<file path="config.mk">
export PLATFORM = sky130hd
export DESIGN_NAME = regfile_read_arbiter_flat
export DESIGN_NICKNAME = d
export VERILOG_FILES = /design/src/rtl/regfile_read_arbiter_if.sv /design/src/rtl/regfile_read_arbiter.sv /design/src/flat_wrapper.sv
export SDC_FILE = /design/constraint.sdc
export NUM_CORES = 1
export LEC_CHECK = 0
export CORE_ASPECT_RATIO = 0.7
export CORE_MARGIN = 2
export CORE_UTILIZATION = 35
export CTS_BUF_LIST = sky130_fd_sc_hd__clkbuf_4
export DETAILED_ROUTE_END_ITERATION = 7
export PLACE_DENSITY = 0.79
export SYNTH_ARGS = -nofsm -noshare
export SYNTH_HDL_FRONTEND = slang
export SYNTH_SLANG_ARGS = --single-unit
</file>
<file path="constraint.sdc">
create_clock -name clk_in -period 8.95 [get_ports clk_in]
set_input_delay 2.2375 -clock clk_in [delete_from_list [all_inputs] [get_ports clk_in]]
set_output_delay 2.2375 -clock clk_in [all_outputs]
set_load 0.005 [all_outputs]
</file>
<file path="src/rtl/regfile_read_arbiter_if.sv">
// Bus bundle for regfile_read_arbiter: requester side, RF read/write side and response side.
// The arbiter uses the slave modport; the environment (requesters, RF, ROB) uses master.
interface regfile_read_arbiter_if #(
    parameter int NUM_REQ  = 4,
    parameter int RS_WIDTH = 2
);
    logic [NUM_REQ-1:0]          req_valid;
    logic [NUM_REQ-1:0]          req_rs1_en;
    logic [NUM_REQ-1:0]          req_rs2_en;
    logic [5*NUM_REQ-1:0]        req_rs1;
    logic [5*NUM_REQ-1:0]        req_rs2;
    logic [RS_WIDTH*NUM_REQ-1:0] req_tag;
    logic [NUM_REQ-1:0]          req_grant;

    logic                        rf_rs1_flag;
    logic                        rf_rs2_flag;
    logic [4:0]                  rf_rs1;
    logic [4:0]                  rf_rs2;
    logic [RS_WIDTH-1:0]         rf_index;
    logic                        rf_rs1_flag_in;
    logic                        rf_rs2_flag_in;
    logic [31:0]                 rf_rs1_data;
    logic [31:0]                 rf_rs2_data;

    logic                        rob_wen;
    logic [4:0]                  rob_rd;
    logic [31:0]                 rob_wdata;
    logic                        rf_wen;
    logic [4:0]                  rf_rd;
    logic [31:0]                 rf_wdata;

    logic [NUM_REQ-1:0]          rsp_valid;
    logic [RS_WIDTH-1:0]         rsp_tag;
    logic                        rsp_rs1_valid;
    logic                        rsp_rs2_valid;
    logic [31:0]                 rsp_rs1;
    logic [31:0]                 rsp_rs2;

    modport slave (
        input  req_valid, req_rs1_en, req_rs2_en, req_rs1, req_rs2, req_tag,
        output req_grant,
        output rf_rs1_flag, rf_rs2_flag, rf_rs1, rf_rs2, rf_index,
        input  rf_rs1_flag_in, rf_rs2_flag_in, rf_rs1_data, rf_rs2_data,
        input  rob_wen, rob_rd, rob_wdata,
        output rf_wen, rf_rd, rf_wdata,
        output rsp_valid, rsp_tag, rsp_rs1_valid, rsp_rs2_valid, rsp_rs1, rsp_rs2
    );

    modport master (
        output req_valid, req_rs1_en, req_rs2_en, req_rs1, req_rs2, req_tag,
        input  req_grant,
        input  rf_rs1_flag, rf_rs2_flag, rf_rs1, rf_rs2, rf_index,
        output rf_rs1_flag_in, rf_rs2_flag_in, rf_rs1_data, rf_rs2_data,
        output rob_wen, rob_rd, rob_wdata,
        input  rf_wen, rf_rd, rf_wdata,
        input  rsp_valid, rsp_tag, rsp_rs1_valid, rsp_rs2_valid, rsp_rs1, rsp_rs2
    );
endinterface

</file>
<file path="src/rtl/regfile_read_arbiter.sv">
// Round-robin arbiter sharing one RF read request among NUM_REQ requesters, with commit bypass.
// Optional macro REGFILE_ARB_PRIO0_EN gives requester 0 fixed top priority.
module regfile_read_arbiter #(
    parameter int NUM_REQ   = 4,
    parameter int RS_WIDTH  = 2,
    parameter int REQ_IDX_W = $clog2(NUM_REQ)
) (
    input  logic                  clk_in,
    input  logic                  rst_in,
    input  logic                  rdy_in,
    regfile_read_arbiter_if.slave bus
);

    logic [REQ_IDX_W-1:0] rr_ptr;
    logic [REQ_IDX_W-1:0] winner;
    logic [REQ_IDX_W-1:0] rr_next;
    logic                 found;
    logic                 grant_en;
    logic [4:0]           win_rs1;
    logic [4:0]           win_rs2;
    logic                 win_en1;
    logic                 win_en2;
    logic [RS_WIDTH-1:0]  win_tag;
    logic                 rob_write;

    logic                 pend_valid;
    logic [REQ_IDX_W-1:0] pend_id;
    logic [4:0]           pend_rs1;
    logic [4:0]           pend_rs2;
    logic                 pend_en1;
    logic                 pend_en2;
    logic [RS_WIDTH-1:0]  pend_tag;
    logic                 byp1;
    logic                 byp2;
    logic [31:0]          byp1_data;
    logic [31:0]          byp2_data;
    logic                 rsp_en;

    // The RF flags are not needed: response valids come from the captured enables.
    logic unused_rf_flags;
    assign unused_rf_flags = bus.rf_rs1_flag_in ^ bus.rf_rs2_flag_in;

    // First valid requester at or after rr_ptr, wrapping around.
    always_comb begin
        int cand;
        cand   = 0;
        found  = 1'b0;
        winner = '0;
`ifdef REGFILE_ARB_PRIO0_EN
        if (bus.req_valid[0]) begin
            found  = 1'b1;
            winner = '0;
        end
`endif
        for (int i = 0; i < NUM_REQ; i++) begin
            cand = int'(rr_ptr) + i;
            if (cand >= NUM_REQ) begin
                cand = cand - NUM_REQ;
            end
            if (!found && bus.req_valid[REQ_IDX_W'(cand)]) begin
                found  = 1'b1;
                winner = REQ_IDX_W'(cand);
            end
        end
    end

    assign grant_en  = found & rdy_in;
    assign win_rs1   = bus.req_rs1[5*winner +: 5];
    assign win_rs2   = bus.req_rs2[5*winner +: 5];
    assign win_en1   = bus.req_rs1_en[winner];
    assign win_en2   = bus.req_rs2_en[winner];
    assign win_tag   = bus.req_tag[RS_WIDTH*winner +: RS_WIDTH];
    assign rr_next   = (int'(winner) == NUM_REQ - 1) ? '0 : winner + REQ_IDX_W'(1);
    assign rob_write = bus.rob_wen & (bus.rob_rd != 5'd0);

    always_comb begin
        bus.req_grant = '0;
        if (grant_en) begin
            bus.req_grant[winner] = 1'b1;
        end
    end

    assign bus.rf_rs1_flag = grant_en & win_en1;
    assign bus.rf_rs2_flag = grant_en & win_en2;
    assign bus.rf_rs1      = grant_en ? win_rs1 : 5'd0;
    assign bus.rf_rs2      = grant_en ? win_rs2 : 5'd0;
    assign bus.rf_index    = grant_en ? win_tag : '0;

    assign bus.rf_wen      = rob_write;
    assign bus.rf_rd       = bus.rob_rd;
    assign bus.rf_wdata    = bus.rob_wdata;

    // The RF reads before this cycle's commit lands, so a matching commit is captured here.
    always_ff @(posedge clk_in or negedge rst_in) begin
        if (!rst_in) begin
            rr_ptr     <= '0;
            pend_valid <= 1'b0;
            pend_id    <= '0;
            pend_rs1   <= 5'd0;
            pend_rs2   <= 5'd0;
            pend_en1   <= 1'b0;
            pend_en2   <= 1'b0;
            pend_tag   <= '0;
            byp1       <= 1'b0;
            byp2       <= 1'b0;
            byp1_data  <= 32'd0;
            byp2_data  <= 32'd0;
        end else if (rdy_in) begin
            pend_valid <= found;
            if (found) begin
`ifdef REGFILE_ARB_PRIO0_EN
                if (winner != '0) begin
                    rr_ptr <= rr_next;
                end
`else
                rr_ptr <= rr_next;
`endif
                pend_id   <= winner;
                pend_rs1  <= win_rs1;
                pend_rs2  <= win_rs2;
                pend_en1  <= win_en1;
                pend_en2  <= win_en2;
                pend_tag  <= win_tag;
                byp1      <= rob_write & (bus.rob_rd == win_rs1) & win_en1;
                byp2      <= rob_write & (bus.rob_rd == win_rs2) & win_en2;
                byp1_data <= bus.rob_wdata;
                byp2_data <= bus.rob_wdata;
            end
        end
    end

    assign rsp_en = pend_valid & rdy_in;

    always_comb begin
        bus.rsp_valid = '0;
        if (rsp_en) begin
            bus.rsp_valid[pend_id] = 1'b1;
        end
    end

    assign bus.rsp_tag       = rsp_en ? pend_tag : '0;
    assign bus.rsp_rs1_valid = rsp_en & pend_en1;
    assign bus.rsp_rs2_valid = rsp_en & pend_en2;
    assign bus.rsp_rs1       = (!rsp_en || pend_rs1 == 5'd0) ? 32'd0 :
                               (byp1 ? byp1_data : bus.rf_rs1_data);
    assign bus.rsp_rs2       = (!rsp_en || pend_rs2 == 5'd0) ? 32'd0 :
                               (byp2 ? byp2_data : bus.rf_rs2_data);

endmodule

</file>
<file path="src/flat_wrapper.sv">
// flat-port wrapper written by rule: the top's interface ports become plain ports
module regfile_read_arbiter_flat 
#(
    parameter int NUM_REQ   = 4,
    parameter int RS_WIDTH  = 2,
    parameter int REQ_IDX_W = $clog2(NUM_REQ)
)
  (clk_in, rst_in, rdy_in, bus_req_valid, bus_req_rs1_en, bus_req_rs2_en, bus_req_rs1, bus_req_rs2, bus_req_tag, bus_req_grant, bus_rf_rs1_flag, bus_rf_rs2_flag, bus_rf_rs1, bus_rf_rs2, bus_rf_index, bus_rf_rs1_flag_in, bus_rf_rs2_flag_in, bus_rf_rs1_data, bus_rf_rs2_data, bus_rob_wen, bus_rob_rd, bus_rob_wdata, bus_rf_wen, bus_rf_rd, bus_rf_wdata, bus_rsp_valid, bus_rsp_tag, bus_rsp_rs1_valid, bus_rsp_rs2_valid, bus_rsp_rs1, bus_rsp_rs2);
  regfile_read_arbiter_if #(.NUM_REQ(NUM_REQ), .RS_WIDTH(RS_WIDTH)) bus_i ();
  input  logic clk_in;
  input  logic rst_in;
  input  logic rdy_in;
  input wire logic [$bits(bus_i.req_valid)-1:0] bus_req_valid;
  input wire logic [$bits(bus_i.req_rs1_en)-1:0] bus_req_rs1_en;
  input wire logic [$bits(bus_i.req_rs2_en)-1:0] bus_req_rs2_en;
  input wire logic [$bits(bus_i.req_rs1)-1:0] bus_req_rs1;
  input wire logic [$bits(bus_i.req_rs2)-1:0] bus_req_rs2;
  input wire logic [$bits(bus_i.req_tag)-1:0] bus_req_tag;
  output wire logic [$bits(bus_i.req_grant)-1:0] bus_req_grant;
  output wire logic [$bits(bus_i.rf_rs1_flag)-1:0] bus_rf_rs1_flag;
  output wire logic [$bits(bus_i.rf_rs2_flag)-1:0] bus_rf_rs2_flag;
  output wire logic [$bits(bus_i.rf_rs1)-1:0] bus_rf_rs1;
  output wire logic [$bits(bus_i.rf_rs2)-1:0] bus_rf_rs2;
  output wire logic [$bits(bus_i.rf_index)-1:0] bus_rf_index;
  input wire logic [$bits(bus_i.rf_rs1_flag_in)-1:0] bus_rf_rs1_flag_in;
  input wire logic [$bits(bus_i.rf_rs2_flag_in)-1:0] bus_rf_rs2_flag_in;
  input wire logic [$bits(bus_i.rf_rs1_data)-1:0] bus_rf_rs1_data;
  input wire logic [$bits(bus_i.rf_rs2_data)-1:0] bus_rf_rs2_data;
  input wire logic [$bits(bus_i.rob_wen)-1:0] bus_rob_wen;
  input wire logic [$bits(bus_i.rob_rd)-1:0] bus_rob_rd;
  input wire logic [$bits(bus_i.rob_wdata)-1:0] bus_rob_wdata;
  output wire logic [$bits(bus_i.rf_wen)-1:0] bus_rf_wen;
  output wire logic [$bits(bus_i.rf_rd)-1:0] bus_rf_rd;
  output wire logic [$bits(bus_i.rf_wdata)-1:0] bus_rf_wdata;
  output wire logic [$bits(bus_i.rsp_valid)-1:0] bus_rsp_valid;
  output wire logic [$bits(bus_i.rsp_tag)-1:0] bus_rsp_tag;
  output wire logic [$bits(bus_i.rsp_rs1_valid)-1:0] bus_rsp_rs1_valid;
  output wire logic [$bits(bus_i.rsp_rs2_valid)-1:0] bus_rsp_rs2_valid;
  output wire logic [$bits(bus_i.rsp_rs1)-1:0] bus_rsp_rs1;
  output wire logic [$bits(bus_i.rsp_rs2)-1:0] bus_rsp_rs2;
  assign bus_i.req_valid = bus_req_valid;
  assign bus_i.req_rs1_en = bus_req_rs1_en;
  assign bus_i.req_rs2_en = bus_req_rs2_en;
  assign bus_i.req_rs1 = bus_req_rs1;
  assign bus_i.req_rs2 = bus_req_rs2;
  assign bus_i.req_tag = bus_req_tag;
  assign bus_req_grant = bus_i.req_grant;
  assign bus_rf_rs1_flag = bus_i.rf_rs1_flag;
  assign bus_rf_rs2_flag = bus_i.rf_rs2_flag;
  assign bus_rf_rs1 = bus_i.rf_rs1;
  assign bus_rf_rs2 = bus_i.rf_rs2;
  assign bus_rf_index = bus_i.rf_index;
  assign bus_i.rf_rs1_flag_in = bus_rf_rs1_flag_in;
  assign bus_i.rf_rs2_flag_in = bus_rf_rs2_flag_in;
  assign bus_i.rf_rs1_data = bus_rf_rs1_data;
  assign bus_i.rf_rs2_data = bus_rf_rs2_data;
  assign bus_i.rob_wen = bus_rob_wen;
  assign bus_i.rob_rd = bus_rob_rd;
  assign bus_i.rob_wdata = bus_rob_wdata;
  assign bus_rf_wen = bus_i.rf_wen;
  assign bus_rf_rd = bus_i.rf_rd;
  assign bus_rf_wdata = bus_i.rf_wdata;
  assign bus_rsp_valid = bus_i.rsp_valid;
  assign bus_rsp_tag = bus_i.rsp_tag;
  assign bus_rsp_rs1_valid = bus_i.rsp_rs1_valid;
  assign bus_rsp_rs2_valid = bus_i.rsp_rs2_valid;
  assign bus_rsp_rs1 = bus_i.rsp_rs1;
  assign bus_rsp_rs2 = bus_i.rsp_rs2;
  regfile_read_arbiter #(.NUM_REQ(NUM_REQ), .RS_WIDTH(RS_WIDTH), .REQ_IDX_W(REQ_IDX_W)) u_core (.clk_in(clk_in), .rst_in(rst_in), .rdy_in(rdy_in), .bus(bus_i));
endmodule
</file>
==> results of run 1 <==
metrics by stage:
step / power [uW] / instance area [sq um] / cells / utilization, % / hold WS, ns
after floorplan: 657 / 4420 / 581 / - / 0.441
after global placement: 939 / 7190 / 964 / 58.0 / 0.456
after detailed placement: 952 / 7190 / 964 / 58.0 / 0.458
after CTS: 1070 / 7240 / 972 / 58.5 / 0.491
after global routing: 1140 / 7240 / 972 / 58.5 / 0.507
final: 1060 / 7240 / 972 / 58.5 / 0.489
how the worst max path moves through the flow:
stage / startpoint / end / depth (start not counted)
floorplan: bus_req_valid[2] / bus_rf_index[0] / 8
global placement: bus_req_valid[0] / bus_rf_rs1[1] / 9
detailed placement: bus_req_valid[0] / bus_rf_rs1[1] / 9
CTS: bus_req_valid[0] / bus_rf_rs1[1] / 9
global route: bus_req_valid[0] / bus_rf_rs1[1] / 9
finish: bus_req_valid[0] / bus_rf_rs1[1] / 9
kinds of logic (layout without fill, tap and decap cells):
group	count (synthesis)	count (layout)	share of synthesized area, %
DFF	53	53	30.0
AOI/OAI and AO/OA	86	86	14.0
xor gates and xnor gates	1	1	0.198
and+or+nand+nor	281	281	27.9
muxes	72	72	16.4
adders and majority gates	4	4	1.13
buffers and inverters	84	313	10.4
worst register-to-register path, cell delays in order, from the launching register on:
cell and delay, ns:
dfrtp_1 0.47, nand2_1 0.12, a211oi_2 0.87, nor2_8 0.18
inv_4 0.25, a21oi_1 0.13, o311a_1 0.36, or4_1 0.50
o21ai_1 0.14
power groups by stage:
stage	registers, uW	logic [uW]	clock network (uW)
6_report	338	616	110
3_5_place_dp	342	610	0
5_1_grt	345	667	124
2_1_floorplan	318	339	0
4_1_cts	338	614	118
3_3_place_gp	339	600	0
sequential cells by signal, summed over array words and instances (netlist names):
register / flops
u_core.byp1_data: 32
u_core.pend_rs2: 5
u_core.pend_tag: 2
u_core.pend_id: 2
u_core.byp2: 1
u_core.pend_en1: 1
u_core.pend_valid: 1
u_core.byp1: 1
u_core.pend_rs1: 5
u_core.pend_en2: 1
u_core.rr_ptr: 2
routing by layer:
metal  part of all wire (%)  vias up  GRT usage [%]
li1                       -     2404              -
met2                     50      217           43.5
met5                      0        -              0
met4                    1.7        0           5.02
met1                     41     2412           29.0
met3                    7.5       25           6.13
placed cells by master (no fill, tap or decap), types with 6 or more instances in the layout:
cell             count
a21o_1              14
a21oi_1              9
and2_1               6
and3_1              21
buf_4                6
clkbuf_4             6
clkdlybuf4s50_1    291
dfrtp_1             51
inv_1                6
mux2i_1             70
nand2_1            142
nand3_1              9
nor2_1              72
nor2b_1             10
o211ai_1             6
o21ai_0             13
cell type report:
class	instances	area, sq um
clock buffers	6	45.0
flip-flops and latches	53	1330
fillers	1096	5140
inverters	7	28.8
multi-input cells	444	2660
well taps	162	203
repair buffers	298	2960
clock inverters	2	10.0
==> metrics.txt, run 1 <==
crit path kind=in -> out; synth warn=0; fin crit period=7.75 ns; Hold Fails Final Rpt=0; Internal=642 uW; post-cts resize count=0; Ant. Diodes=0; Post-synth top flop=dfrtp_1; reg2reg start=u_core.rr_ptr[1]; worst rel slew slack=26.6%; critical path arrival=5.51 ns; reg-to-reg endpoint=u_core.byp2; largest area contributor in the netlist=dfrtp_1; Mapped Avg Cell Area=7.61 sq um; CTS buffer count=5; Tot GR Track Use=24.0%; Initial Util=35.7%; Core ar.=0.0124 sq mm; clk sinks=53; postcts setup bufs=0; clock skew=0.0256 ns; RSZ-0062 raised after global routing=no; max cap viols=0; number of library cell types mapped by synthesis=50; Critical Path End Type=output pin; hold path startpoint=u_core.pend_tag[0]; Worst Hold End=u_core.pend_tag[0]; Place WS=1.29 ns; Cell Pwr Density=147 mW/mm^2; CTS clk-pin slew, worst paths=0.14 ns; CTS HTree Levels=2; most frequent cells after synthesis=nand2_1, nor2_1, mux2i_1; Die Y=98.0 um; gpl congestion=0.940; Max FO, Critical Path=19; max-slew violation count=0; Rows=34; hold depth=1; remaining global-route overflow=0; Peak VDD IR=94.3 uV; Post-synth EDFFs=0; crit path buf inv count=3; Boundary Pins=295; CP peak stage delay=0.87 ns; sequential power share=31.7%; Lkg Pwr=0.00300 uW; r2r setup slk=5.83 ns; Highest Clock Rate=129 MHz; DR pass1 iterations=5; syn nets=752; Startpoint Class=input pin; Sw Ratio=39.7%; crit share post-route=86.6%; final wirelength=16900 um; sequential fraction of the synthesis area=30.0%; Routed WL per cell=17.4 um; top post-synthesis cells by area=dfrtp_1, mux2i_1, nand2_1; Clk network pwr share=10.4%; Vias=5058; Final ANT Viol Nets=0; cts hold-fix bufs=0; Slew @ Worst Pin=1.10 ns; Die X=138 um; Skew-Pair Late Insertion Delay=0.38 ns; final setup fails=0; die area=0.0136 sq mm; Synth Register Bits=53; class of the worst hold path=reg -> reg; post-DP HPWL=12900 um; cell class contributing the biggest share of worst-path delay=buffers and inverters; Async SR Flop Fraction=100%; Final TNS setup=0 ns; clock tree buffer depth=2; vias in the first global route=5023; Syn-to-layout area delta=63.8%; Slowest cell on crit path=a211oi_2; Final #Nets=980; root buf cell=clkbuf_4; CTS tree=built; vias per cell=5.20; share of cells above drive strength 1=4.07%; largest net degree at the start of global routing=54; Post-Syn Instances=581; Residual DRC=0; reg2reg path depth=8; post-synth top area share=30.0%; initial antenna violation count=0; Synth Cell Area=0.00442 sq mm; input/output buffers=292; status=complete, no violations; WP data required=6.71 ns; DRT iter0 DRCs=330; setup slack after layout=1.20 ns; Logic pwr share=57.9%; switching pwr=422 uW; first-pass GRT wire length=26400 um; count leader, synth=nand2_1; CP Cell Sequence=clkdlybuf4s50_1, nand2_1, a211oi_2, nor2_8, inv_4, nand2_1, and3_1, a311oi_1, clkdlybuf4s50_1
Power figures use the tool's default switching activity.
==> run 2: changes to the inputs <==
Settings changed: CTS_CLUSTER_DIAMETER set to 200.
==> results of run 2 <==
No change in the layout: final DEF, timing and power equal those of run 1.
